===== src/rtl/run_ctrl_pkg.sv =====
// Shared types and sizing helpers for the core run controller.
package run_ctrl_pkg;

   typedef enum logic [1:0] {
      IDLE,
      HOLD,
      RUN,
      DONE
   } run_state_t;

   localparam int DROP_W   = 8;
   localparam int DROP_MAX = 255;

   // Index width for n items, never narrower than one bit.
   function automatic int idx_width(input int n);
      return (n > 1) ? $clog2(n) : 1;
   endfunction

endpackage


===== src/rtl/core_run_ctrl_if.sv =====
// Host/core facing bundle of the run controller; master drives stimulus, slave is the controller.
interface core_run_ctrl_if
   import run_ctrl_pkg::*;
#(
   parameter int NCORES = 1,
   parameter int XLEN   = 32,
   parameter int CNT_W  = 16
);

   localparam int IDX_W = idx_width(NCORES);

   logic                     start;
   logic [NCORES-1:0]        core_trap;
   logic [NCORES-1:0]        core_step;
   logic [NCORES*XLEN-1:0]   core_result;
   logic [NCORES-1:0]        core_resetn;
   logic [NCORES*XLEN-1:0]   result;
   logic [NCORES-1:0]        trap_seen;
   logic [CNT_W-1:0]         cycle_count;
   logic                     done;
   logic                     timed_out;
   logic                     trace_valid;
   logic [IDX_W-1:0]         trace_core;
   logic [DROP_W-1:0]        trace_dropped;

   modport master (
      output start, core_trap, core_step, core_result,
      input  core_resetn, result, trap_seen, cycle_count, done, timed_out,
             trace_valid, trace_core, trace_dropped
   );

   modport slave (
      input  start, core_trap, core_step, core_result,
      output core_resetn, result, trap_seen, cycle_count, done, timed_out,
             trace_valid, trace_core, trace_dropped
   );

endinterface


===== src/rtl/trap_capture.sv =====
// Per-core trap edge detector with sticky seen flag and result latch.
module trap_capture #(
   parameter int XLEN = 32
) (
   input  logic            clk,
   input  logic            reset,
   input  logic            arm,
   input  logic            run_en,
   input  logic            trap,
   input  logic [XLEN-1:0] data,
   output logic            seen,
   output logic            hit,
   output logic [XLEN-1:0] held
);

   logic trap_q;

   assign hit = run_en & trap & ~trap_q & ~seen;

   // trap_q follows the trap level every cycle, so a trap already high at start never counts as an edge.
   always_ff @(posedge clk or posedge reset) begin
      if (reset) begin
         trap_q <= 1'b0;
         seen   <= 1'b0;
         held   <= '0;
      end else begin
         trap_q <= trap;
         if (arm) begin
            seen <= 1'b0;
            held <= '0;
         end else if (hit) begin
            seen <= 1'b1;
            held <= data;
         end
      end
   end

endmodule


===== src/rtl/core_run_ctrl.sv =====
// Run controller: sequences core reset, counts run cycles, captures traps, enforces a watchdog, emits trace strobes.
module core_run_ctrl
   import run_ctrl_pkg::*;
#(
   parameter int NCORES         = 1,
   parameter int XLEN           = 32,
   parameter int RESET_CYCLES   = 2,
   parameter int TIMEOUT_CYCLES = 5000,
   parameter int CNT_W          = 16
) (
   input logic            clk,
   input logic            reset,
   core_run_ctrl_if.slave bus
);

   localparam int IDX_W  = idx_width(NCORES);
   localparam int HOLD_W = idx_width(RESET_CYCLES);
   localparam int POP_W  = $clog2(NCORES + 1);
   localparam int SUM_W  = DROP_W + POP_W;

   run_state_t state, next_state;

   logic                   accept;
   logic                   run_en;
   logic                   in_hold;
   logic                   hold_last;
   logic                   all_trapped;
   logic                   watchdog;
   logic [NCORES-1:0]      seen;
   logic [NCORES-1:0]      hits;
   logic [NCORES-1:0]      req;
   logic [NCORES*XLEN-1:0] held;
   logic [HOLD_W-1:0]      hold_cnt;
   logic [IDX_W-1:0]       req_idx;
   logic                   req_any;
   logic [POP_W-1:0]       req_cnt;
   logic [SUM_W-1:0]       drop_sum;
   logic [DROP_W-1:0]      drop_next;

   for (genvar i = 0; i < NCORES; i++) begin : g_cap
      trap_capture #(.XLEN(XLEN)) u_cap (
         .clk    (clk),
         .reset  (reset),
         .arm    (accept),
         .run_en (run_en),
         .trap   (bus.core_trap[i]),
         .data   (bus.core_result[i*XLEN +: XLEN]),
         .seen   (seen[i]),
         .hit    (hits[i]),
         .held   (held[i*XLEN +: XLEN])
      );
   end

   assign bus.result    = held;
   assign bus.trap_seen = seen;

   assign hold_last   = (hold_cnt == HOLD_W'(RESET_CYCLES - 1));
   assign all_trapped = &(seen | hits);
   assign watchdog    = (bus.cycle_count == CNT_W'(TIMEOUT_CYCLES - 1));

   always_ff @(posedge clk or posedge reset) begin
      if (reset) state <= IDLE;
      else       state <= next_state;
   end

   always_comb begin
      next_state = state;
      case (state)
         IDLE, DONE: if (bus.start)                next_state = HOLD;
         HOLD:       if (hold_last)                next_state = RUN;
         RUN:        if (all_trapped || watchdog)  next_state = DONE;
         default:                                  next_state = IDLE;
      endcase
   end

   always_comb begin
      accept  = bus.start && ((state == IDLE) || (state == DONE));
      run_en  = (state == RUN);
      in_hold = (state == HOLD);
   end

   // A core leaves reset only while running and untrapped; a trap this cycle parks it from the next.
   always_ff @(posedge clk or posedge reset) begin
      if (reset) begin
         bus.core_resetn <= '0;
         hold_cnt        <= '0;
         bus.cycle_count <= '0;
         bus.done        <= 1'b0;
         bus.timed_out   <= 1'b0;
      end else begin
         bus.core_resetn <= (next_state == RUN) ? ~(seen | hits) : '0;
         if (accept) begin
            hold_cnt        <= '0;
            bus.cycle_count <= '0;
            bus.done        <= 1'b0;
            bus.timed_out   <= 1'b0;
         end else begin
            if (in_hold) hold_cnt <= hold_cnt + HOLD_W'(1);
            if (run_en) begin
               if (bus.cycle_count != '1) bus.cycle_count <= bus.cycle_count + CNT_W'(1);
               if (all_trapped) begin
                  bus.done <= 1'b1;
               end else if (watchdog) begin
                  bus.done      <= 1'b1;
                  bus.timed_out <= 1'b1;
               end
            end
         end
      end
   end

   always_comb begin
      req     = bus.core_step & ~seen;
      req_any = |req;
      req_idx = '0;
      req_cnt = '0;
      for (int i = NCORES - 1; i >= 0; i--) begin
         if (req[i]) req_idx = IDX_W'(i);
      end
      for (int i = 0; i < NCORES; i++) begin
         req_cnt = req_cnt + POP_W'(req[i]);
      end
      drop_sum  = SUM_W'(bus.trace_dropped) + SUM_W'(req_cnt) - SUM_W'(1);
      drop_next = (drop_sum > SUM_W'(DROP_MAX)) ? DROP_W'(DROP_MAX) : drop_sum[DROP_W-1:0];
   end

   // Winner gets the strobe; every other simultaneous requester is tallied as dropped.
   always_ff @(posedge clk or posedge reset) begin
      if (reset) begin
         bus.trace_valid   <= 1'b0;
         bus.trace_core    <= '0;
         bus.trace_dropped <= '0;
      end else begin
         bus.trace_valid <= run_en & req_any;
         if (run_en && req_any) bus.trace_core <= req_idx;
         if (accept)                  bus.trace_dropped <= '0;
         else if (run_en && req_any)  bus.trace_dropped <= drop_next;
      end
   end

endmodule

===== src/flat_wrapper.sv =====
// flat-port wrapper written by rule: the top's interface ports become plain ports
module core_run_ctrl_flat import run_ctrl_pkg::*;
#(
   parameter int NCORES         = 1,
   parameter int XLEN           = 32,
   parameter int RESET_CYCLES   = 2,
   parameter int TIMEOUT_CYCLES = 5000,
   parameter int CNT_W          = 16
)
  (clk, reset, bus_start, bus_core_trap, bus_core_step, bus_core_result, bus_core_resetn, bus_result, bus_trap_seen, bus_cycle_count, bus_done, bus_timed_out, bus_trace_valid, bus_trace_core, bus_trace_dropped);
  core_run_ctrl_if #(.NCORES(NCORES), .XLEN(XLEN), .CNT_W(CNT_W)) bus_i ();
  input logic clk;
  input logic reset;
  input wire logic [$bits(bus_i.start)-1:0] bus_start;
  input wire logic [$bits(bus_i.core_trap)-1:0] bus_core_trap;
  input wire logic [$bits(bus_i.core_step)-1:0] bus_core_step;
  input wire logic [$bits(bus_i.core_result)-1:0] bus_core_result;
  output wire logic [$bits(bus_i.core_resetn)-1:0] bus_core_resetn;
  output wire logic [$bits(bus_i.result)-1:0] bus_result;
  output wire logic [$bits(bus_i.trap_seen)-1:0] bus_trap_seen;
  output wire logic [$bits(bus_i.cycle_count)-1:0] bus_cycle_count;
  output wire logic [$bits(bus_i.done)-1:0] bus_done;
  output wire logic [$bits(bus_i.timed_out)-1:0] bus_timed_out;
  output wire logic [$bits(bus_i.trace_valid)-1:0] bus_trace_valid;
  output wire logic [$bits(bus_i.trace_core)-1:0] bus_trace_core;
  output wire logic [$bits(bus_i.trace_dropped)-1:0] bus_trace_dropped;
  assign bus_i.start = bus_start;
  assign bus_i.core_trap = bus_core_trap;
  assign bus_i.core_step = bus_core_step;
  assign bus_i.core_result = bus_core_result;
  assign bus_core_resetn = bus_i.core_resetn;
  assign bus_result = bus_i.result;
  assign bus_trap_seen = bus_i.trap_seen;
  assign bus_cycle_count = bus_i.cycle_count;
  assign bus_done = bus_i.done;
  assign bus_timed_out = bus_i.timed_out;
  assign bus_trace_valid = bus_i.trace_valid;
  assign bus_trace_core = bus_i.trace_core;
  assign bus_trace_dropped = bus_i.trace_dropped;
  core_run_ctrl #(.NCORES(NCORES), .XLEN(XLEN), .RESET_CYCLES(RESET_CYCLES), .TIMEOUT_CYCLES(TIMEOUT_CYCLES), .CNT_W(CNT_W)) u_core (.clk(clk), .reset(reset), .bus(bus_i));
endmodule

===== config.mk =====
export PLATFORM = sky130hd
export DESIGN_NAME = core_run_ctrl_flat
export DESIGN_NICKNAME = d
export VERILOG_FILES = /design/src/rtl/run_ctrl_pkg.sv /design/src/rtl/core_run_ctrl_if.sv /design/src/rtl/trap_capture.sv /design/src/rtl/core_run_ctrl.sv /design/src/flat_wrapper.sv
export SDC_FILE = /design/constraint.sdc
export NUM_CORES = 1
export LEC_CHECK = 0
export CORE_MARGIN = 10
export CORE_UTILIZATION = 43
export CTS_BUF_LIST = sky130_fd_sc_hd__clkbuf_8
export DETAILED_ROUTE_END_ITERATION = 7
export PLACE_DENSITY_LB_ADDON = 0.12
export SLEW_MARGIN = 15
export SYNTH_ARGS = -nofsm -noshare
export SYNTH_HDL_FRONTEND = slang
export SYNTH_SLANG_ARGS = --single-unit

===== constraint.sdc =====
create_clock -name clk -period 2 [get_ports clk]
set_clock_uncertainty 0.15 [all_clocks]
set_input_delay 0.4 -clock clk [delete_from_list [all_inputs] [get_ports clk]]
set_output_delay 0.4 -clock clk [all_outputs]
set_load 0.01 [all_outputs]

# == After elaboration in Yosys (flattened, before gate mapping) ==
# Index checks and enable logic that the tools add are counted.
# word_totals
regBits,65
input_bits,37
out_inout_bits,62
# classes
n_addsub,4
n_lt_le_gt_ge,1
n_eq_ne,7
n_mux,24
bitwise,9
reduce_logical,16
# op_table
cell,count
two-way mux 32 bit,2
two-way mux 16 bit,3
two-way mux 8 bit,3
"adder 16 x 1 -> 16 bit, second input constant",1
"== test 16 x 13 -> 1 bit, second input constant",1
"!= test 16 bit, second input constant",1
two-way mux 1 bit,12
nonzero test 2 bit,6
adder 8 x 1 -> 9 bit,1
"> comparator 9 x 8 -> 1 bit, second input constant",1
"subtractor 9 x 1 -> 9 bit, second input constant",1
"== test 2 bit, second input constant",3
two-way mux 2 bit,3
case mux 2 bit (3 select lines),1
bitwise AND 1 bit,5
AND reduction 2 bit,2
inverter 1 bit,3
AND reduction 3 bit,1
nonzero test 3 bit,1
"== test 2 x 1 -> 1 bit, second input constant",1
logical AND 1 bit,2
logical NOT 2 bit,1
logical OR 1 bit,2
"!= test 2 x 1 -> 1 bit, second input constant",1
3 further kinds,3

# == Logic depth before layout (Yosys ltp) ==
# Gate-level depths: netlist of run 1.
# logic_depth
ltp_word,10
depth_mapped,7

# == By module ==
# From an unflattened synthesis of run 1, not the netlist that was laid out.
# unflattened
cells_unflattened,334
area_unflattened_um2,3427.0
# by_module_without_submodules
module,instances,cells_per_inst,area_each_um2,seq_area_each_um2
core_run_ctrl,1,188,1724.2,775.7
trap_capture,1,146,1702.9,850.8

# == Worst setup path after synthesis of run 1 ==
# OpenSTA, ideal clock, no wires.
# synth_timing
path_kind,reg2reg
startpoint,reg u_core.g_cap[0].u_cap.seen
endpoint,reg u_core.bus.trace_dropped[5] in the netlist's numbering
arrival_ps,1700
required_ps,1756
path_slack_ps,56
stages_incl_launch_ff,8
path_buffers,0
period_less_slack_ps,1944
cell_sequence,dfrtp_1 -> nand2b_1 -> ha_1 -> ha_1 -> or3b_2 -> o22ai_1 -> a21oi_1 -> a211oi_1
# synth_between
elab_chain_cells,8
# synth_lines
item,line_no,source
start: declaration,trap_capture.sv:11,"output logic seen,"
start signal: assignment,trap_capture.sv:24,seen <= 1'b0;
start signal: assignment,trap_capture.sv:29,seen <= 1'b0;
start signal: assignment,trap_capture.sv:32,seen <= 1'b1;
inverter 1 bit *,core_run_ctrl.sv:113,req = bus.core_step & ~seen;
bitwise AND 1 bit *,core_run_ctrl.sv:113,
adder 8 x 1 -> 9 bit,core_run_ctrl.sv:123,drop_sum = SUM_W'(bus.trace_dropped) + SUM_W'(req_cnt) - SUM_W'(1);
subtractor 9 x 1 -> 9 bit,core_run_ctrl.sv:123,
> comparator 9 x 8 -> 1 bit,core_run_ctrl.sv:124,drop_next = (drop_sum > SUM_W'(DROP_MAX)) ? DROP_W'(DROP_MAX) : drop_sum[DROP_W-1:0];
two-way mux 8 bit,core_run_ctrl.sv:124,
two-way mux 8 bit,core_run_ctrl.sv:137,else if (run_en && req_any) bus.trace_dropped <= drop_next;
two-way mux 8 bit,core_run_ctrl.sv:136,if (accept) bus.trace_dropped <= '0;
end signal: assignment,core_run_ctrl.sv:137,
end: declaration,core_run_ctrl_if.sv:35,"trace_valid, trace_core, trace_dropped"
# Every way passes the cells marked *; elsewhere a longest branch is shown, timed or not. The select of a mux whose other input is x is not followed.
# A chain may end at the register's enable or synchronous reset.

# == Worst setup path after layout of run 1 ==
# layout_timing
startpoint,in bus_core_step
endpoint,reg u_core.bus.trace_dropped[1] in the netlist's numbering
# layout_between
elab_chain_cells,7
# layout_lines
item,line_no,source
start: declaration,flat_wrapper.sv:16,input wire logic [$bits(bus_i.core_step)-1:0] bus_core_step;
bitwise AND 1 bit *,core_run_ctrl.sv:113,
adder 8 x 1 -> 9 bit,core_run_ctrl.sv:123,
subtractor 9 x 1 -> 9 bit,core_run_ctrl.sv:123,
> comparator 9 x 8 -> 1 bit,core_run_ctrl.sv:124,
two-way mux 8 bit,core_run_ctrl.sv:124,
two-way mux 8 bit,core_run_ctrl.sv:137,
two-way mux 8 bit,core_run_ctrl.sv:136,
# Marked as above.

==> results_dict.tcl, run 1 <==
set metrics [dict create \
    drc 0 \
    hpwlAfterDp_um 6320 \
    place_area_mm2 0.004417 \
    via_per_inst 5.175 \
    arrival_ps 2060 \
    fp.dieW_um 105.1 \
    cp.buffers_inverters 1 \
    finalCriticalPeriod_ps 1946 \
    first_pass_iters 5 \
    fin_util_pct 68.08 \
    drt_iter0_markers 89 \
    vias 2903 \
    slowest_stage "clkdlybuf4s50_1" \
    die_h_um 105.1 \
    critPathMaxFanout 3 \
    grt_max_degree 66 \
    cts_buffers 9 \
    dp_slack_ps -367.4 \
    startpoint "bus_core_step" \
    holdBufCountCts 0 \
    criticalPathCategory "input port to flip-flop" \
    ant_nets 0 \
    yosys_warnings 0 \
    antenna_cells 0 \
    ys_types 55 \
    routed_wl_um 8743 \
    grtUsageTotal_pct 16.01 \
    grt_pass1_vias 2923 \
    slew_violations 0 \
    power.density_mw_per_mm2 976.1 \
    worstHoldPathType "input port to async pin" \
    antenna_found_initial 0 \
    synth-seq-cells 65 \
    yosysSeqAreaShare_pct 52.25 \
    crit_family "simple AND/OR/NAND/NOR gates" \
    fin_setup_tns_ps 0 \
    cts_tree "yes" \
    hold_viol_final 0 \
    critical_path.endpoint_type "flip-flop" \
    cts_buffer_depth 2 \
    finalInstanceArea_mm2 0.004702 \
    cp_cell_sequence "clkdlybuf4s50_1 > nand2b_1 > ha_1 > ha_1 > or3b_4 > or2_1 > a31oi_1" \
    synth_edf_count 0 \
    required_ps 2110 \
    irDropWorstVdd_uv 630.8 \
    syn_area_mm2 0.003113 \
    path_depth 7 \
    initial_utilization_pct 45.07 \
    syn_area_per_cell_um2 9.320 \
    clk_pin_slew_worst_paths_ps 70 \
    grt.overflow.total 0 \
    ios 99 \
    std_cell_rows 30 \
    gp_congestion 0.8457 \
    max_stage_delay_ps 420 \
    max_freq_mhz 513.8 \
    dieArea_mm2 0.01104 \
    htreeDepth 3 \
    cp_common_cell "ha_1" \
    drv_cap 0 \
    ys_async_sr_fraction_pct 100.0 \
    setup_viol 0 \
    finalPower_mw 4.589 \
    r2r_start "u_core.state[0]$_DFF_PP0_" \
    cts-root-buf "clkbuf_8" \
    leakage_nw 1.979 \
    wl_per_cell_um 15.58 \
    finalCritPeriodShare_pct 97.32 \
    syn_inst 334 \
    clkLatencyLatePin_ps 340 \
    start_kind "input port" \
    grt_first_pass_wirelength_um 14660 \
    reg2reg_depth 6 \
    port_buffers 97 \
    area_growth_pct 51.05 \
    worst_slack_ps 53.69 \
    layout-drive-gt1-share_pct 15.70 \
    clock-sinks 65 \
    status "finished, final reports clean" \
    postSynthNetCount 377 \
    core-area_mm2 0.006907 \
    synth_top_flop_cell "dfrtp_1" \
    nNetsFinal 504 \
]
==> logic make-up after synthesis <==
kind of cell	synth area share [%]
AOI/OAI and AO/OA	16.20
muxes	0.9647
adders and majority gates	2.412
and+or+nand+nor	23.67
xor gates and xnor gates	1.126
other	0.1205
DFF	52.25
buffers and inverters	3.255
==> routing by layer <==
metal  routed length (um)  track usage [%]  vias up  share of wire (%)
met5                    0                0        -                  0
met4                  126            5.784        0                1.4
met3                  494            5.344       11                5.7
met2                 4412            25.93       59                 50
met1                 3710            19.34     1406                 42
li1                     -                -     1427                  -
==> stage by stage <==
step / hold slack, ps / instances
after detailed placement: 344.2 / 541
final: 330.7 / 561
after global placement: 346.7 / 541
after floorplan: 281.4 / 334
after global routing: 372.3 / 561
after CTS: 354.1 / 557
==> sequential cells by signal (all words and copies together) (netlist names) <==
signal / cells
u_core.g_cap.u_cap.held: 32
u_core.bus.cycle_count: 16
u_core.state: 2
u_core.bus.done: 1
u_core.g_cap.u_cap.trap_q: 1
u_core.g_cap.u_cap.seen: 1
u_core.bus.timed_out: 1
u_core.bus.trace_dropped: 8
u_core.hold_cnt: 1
u_core.bus.core_resetn: 1
u_core.bus.trace_valid: 1
==> repair_timing <==
item	in CTS	in global routing
setup buffers	1	4
endpoints found under the setup margin	1	27
pin swaps	0	1
gates resized for setup	0	18
==> report_power, final <==
group	leakage, nW	switching, mW	internal, mW
Sequential	0.886	0.171	1.53
Combinational	0.986	0.871	0.902
Clock	0.106	0.489	0.628
Total	1.98	1.53	3.06
==> worst reg2reg max path, delay by kind of cell (launching register included) <==
| family | cells | cell delay [ps] |
|---|---|---|
| flip-flops | 1 | 380 |
| AO/OA/AOI/OAI | 1 | 150 |
| adder cells (fa/ha/maj) | 1 | 240 |
| buffers and inverters | 1 | 80 |
| AND/OR/NAND/NOR | 3 | 830 |
==> cells in the mapped netlist, drive strengths merged (6+ instances only) <==
cell,instances,area (um^2)
nand2,81,304.0
dfrtp,65,1627
a21oi,49,245.2
clkbuf,12,45.04
nor2,9,33.78
nand3,8,57.56
nor3,7,40.04
o21ai,7,35.03
or4,7,52.55
ha,6,75.07
inv,6,22.52
==> cell type report <==
| cell class | count | area [um^2] |
|---|---|---|
| clock buffer | 11 | 151.4 |
| multi-input combinational | 245 | 1430 |
| timing repair buffer | 133 | 1294 |
| sequential | 65 | 1633 |
| inverter | 7 | 30.03 |
| fill | 607 | 2205 |
| tap | 96 | 120.1 |
| clock inverter | 4 | 43.79 |
==> path summary, 6_finish.rpt <==
| check | to | slack [ps] |
|---|---|---|
| max in group asynchronous | u_core.bus.cycle_count[3]$_DFFE_PP0P_ | 1050 |
| hold / removal | u_core.bus.cycle_count[10]$_DFFE_PP0P_ | 330 |
| hold reg to reg | u_core.bus.done$_DFFE_PP0P_ | 360 |
| setup reg to reg | u_core.bus.cycle_count[13]$_DFFE_PP0P_ | 100 |
| setup / recovery | u_core.bus.trace_dropped[1]$_DFFE_PP0P_ | 50 |
| min in group clk | u_core.bus.done$_DFFE_PP0P_ | 360 |
==> cell usage in the layout, fill, tap and decap left out, drive strengths merged, types with 3 or more instances in the layout <==
master	Yosys	routed
a211oi	4	4
a21oi	49	49
a31oi	4	4
and3	3	3
and4	3	3
buf	5	36
clkbuf	12	11
clkdlybuf4s50	0	96
clkinv	1	3
dfrtp	65	65
ha	6	6
inv	6	6
mux2i	3	3
nand2	81	81
nand2b	5	5
nand3	8	8
nand4	4	4
nor2	9	9
nor3	7	7
o21ai	7	7
o31ai	5	5
or3	4	4
or4	7	7
(Power assumes the default switching activity.)
==> run 2: changes to the inputs <==
--- a/config.mk
+++ b/config.mk
@@ -5,8 +5,9 @@
 export SDC_FILE = /design/constraint.sdc
 export NUM_CORES = 1
 export LEC_CHECK = 0
-export CORE_MARGIN = 10
-export CORE_UTILIZATION = 43
+export CELL_PAD_IN_SITES_DETAIL_PLACEMENT = 1
+export CELL_PAD_IN_SITES_GLOBAL_PLACEMENT = 1
+export CORE_UTILIZATION = 32
 export CTS_BUF_LIST = sky130_fd_sc_hd__clkbuf_8
 export DETAILED_ROUTE_END_ITERATION = 7
 export PLACE_DENSITY_LB_ADDON = 0.12
==> results_dict.tcl, run 2 (synthesis results as in run 1) <==
set metrics [dict create \
    std_cell_rows 35 \
    cts-root-buf "clkbuf_8" \
    grtUsageTotal_pct 19.93 \
    finalInstanceArea_mm2 0.004868 \
    port_buffers 97 \
    fin_setup_tns_ps 0 \
    required_ps 1450 \
    grt_pass1_vias 3178 \
    cts_buffer_depth 2 \
    fp.dieW_um 100.6 \
    critPathMaxFanout 5 \
    criticalPathCategory "flip-flop to output pin" \
    tightest_slew_ps 484.3 \
    max_stage_delay_ps 550 \
    ant_nets 0 \
    final_common_cell "clkdlybuf4s50_1" \
    slew_headroom_pct 67.26 \
    core-area_mm2 0.009328 \
    start_kind "flip-flop" \
    drc 0 \
    dieArea_mm2 0.01013 \
    drv_cap 0 \
    first_pass_iters 4 \
    drt_iter0_markers 95 \
    r2r-end "u_core.bus.core_resetn$_DFF_PP0_" \
    critical_path.endpoint_type "output pin" \
    routed_wl_um 9675 \
    htreeDepth 3 \
    setup_viol 0 \
    reg2reg_depth 4 \
    worstHoldPathType "input port to async pin" \
    layout-drive-gt1-share_pct 16.70 \
    leakage_nw 2.122 \
    antenna_cells 0 \
    area_growth_pct 56.39 \
    arrival_ps 1390 \
    finalCriticalPeriod_ps 1939 \
    r2r_start "u_core.bus.cycle_count[6]$_DFFE_PP0P_" \
    grt_max_degree 66 \
    finalCritPeriodShare_pct 96.97 \
    finalPower_mw 5.008 \
    clk_pin_slew_worst_paths_ps 80 \
    hpwlAfterDp_um 6566 \
    gp_congestion 0.8358 \
    grt.overflow.total 0 \
    via_per_inst 5.022 \
    initial_utilization_pct 33.37 \
    cp_cell_sequence "buf_4 > clkdlybuf4s50_1" \
    place_area_mm2 0.004496 \
    reg2reg_slack_ps 70 \
    power.density_mw_per_mm2 1029 \
    regMostFlops "u_core.g_cap.u_cap.held" \
    crit_family "buffers and inverters" \
    status "finished, final reports clean" \
    slowest_stage "clkdlybuf4s50_1" \
    clock-sinks 65 \
    wl_per_cell_um 16.07 \
    max_freq_mhz 515.6 \
    cts_buffers 9 \
    hold-worst-slack_ps 306.2 \
    irDropWorstVdd_uv 595.7 \
    antenna_found_initial 0 \
    clkLatencyLatePin_ps 350 \
    grt_first_pass_wirelength_um 15700 \
    cts_tree "yes" \
    final_cell_mix "clkdlybuf4s50_1 (90), nand2_1 (81), dfrtp_1 (63)" \
    vias 3023 \
    nNetsFinal 511 \
    reg_top3 "u_core.g_cap.u_cap.held x32, u_core.bus.cycle_count x16, u_core.bus.trace_dropped x8" \
    cp.buffers_inverters 2 \
    hold_viol_final 0 \
    slew_violations 0 \
    die_h_um 100.6 \
    ios 99 \
    largest_reg_flops 32 \
]
[run 2: cell count changes in the layout (fill, tap and decap cells not counted), sizes merged]
cell           change
buf                +7
bufinv             +2
clkbuf             -2
clkdlybuf4s50      -6
clkinv             -1
clkinvlp           +1
dlymetal6s2s       +6
inv                +1
[run 2: stage by stage]
step	instances	setup WS [ps]	utilization, %
after floorplan	334	55.86	-
after global placement	579	-342.1	48.20
after detailed placement	579	-413.7	48.20
after CTS	599	1.131	51.19
after global routing	602	-10.68	52.19
final	602	60.65	52.19
[run 2: routing by layer]
metal | routed length, um | GRT usage (%) | vias to the layer above
li1 | - | - | 1440
met1 | 4582 | 26.22 | 1495
met2 | 4549 | 32.56 | 75
met3 | 408 | 4.369 | 13
met4 | 135 | 6.689 | 0
met5 | 0 | 0 | -
[run 2: where the power goes]
group | internal [mW] | switching [mW] | leakage [nW]
Clock | 0.831 | 0.571 | 0.121
Combinational | 0.967 | 0.932 | 1.11
Sequential | 1.53 | 0.182 | 0.891
[run 2: area by class of cell]
type	count	area [um^2]
well taps	129	161.4
flip-flops and latches	65	1629
multi-input cells	245	1444
inverters	7	30.03
clock inverters	7	118.9
clock buffers	9	123.9
repair buffers	140	1361
fillers	1083	4459
[run 2: what timing repair did]
item                                    in CTS  in global routing
setup buffers                                4                  3
endpoints found under the hold margin        0                  0
endpoints found under the setup margin      18                 23
pin swaps                                    1                  2
hold buffers                                 0                  0
resized for setup                            3                 20
gates cloned                                 0                  0
[run 2: worst register-to-register path, delay by kind of cell (launching register included)]
| family | cells | cell delay (ps) |
|---|---|---|
| AND/OR/NAND/NOR | 2 | 710 |
| AO/OA/AOI/OAI | 2 | 520 |
| flip-flops | 1 | 440 |
[run 2: worst max path at each step]
| stage | startpoint | end | slack, ps | cells past startpoint |
|---|---|---|---|---|
| CTS | u_core.bus.cycle_count[14]$_DFFE_PP0P_ | bus_cycle_count[14] | 1 | 2 |
| detailed placement | bus_core_step | u_core.bus.trace_dropped[5]$_DFFE_PP0P_ | -410 | 8 |
| floorplan | u_core.g_cap[0].u_cap.seen$_DFFE_PP0P_ | u_core.bus.trace_dropped[5]$_DFFE_PP0P_ | 60 | 7 |
| global placement | bus_core_step | u_core.bus.trace_dropped[3]$_DFFE_PP0P_ | -340 | 8 |
| global route | u_core.g_cap[0].u_cap.seen$_DFFE_PP0P_ | u_core.bus.trace_dropped[5]$_DFFE_PP0P_ | -10 | 6 |
| finish | u_core.bus.cycle_count[15]$_DFFE_PP0P_ | bus_cycle_count[15] | 60 | 2 |
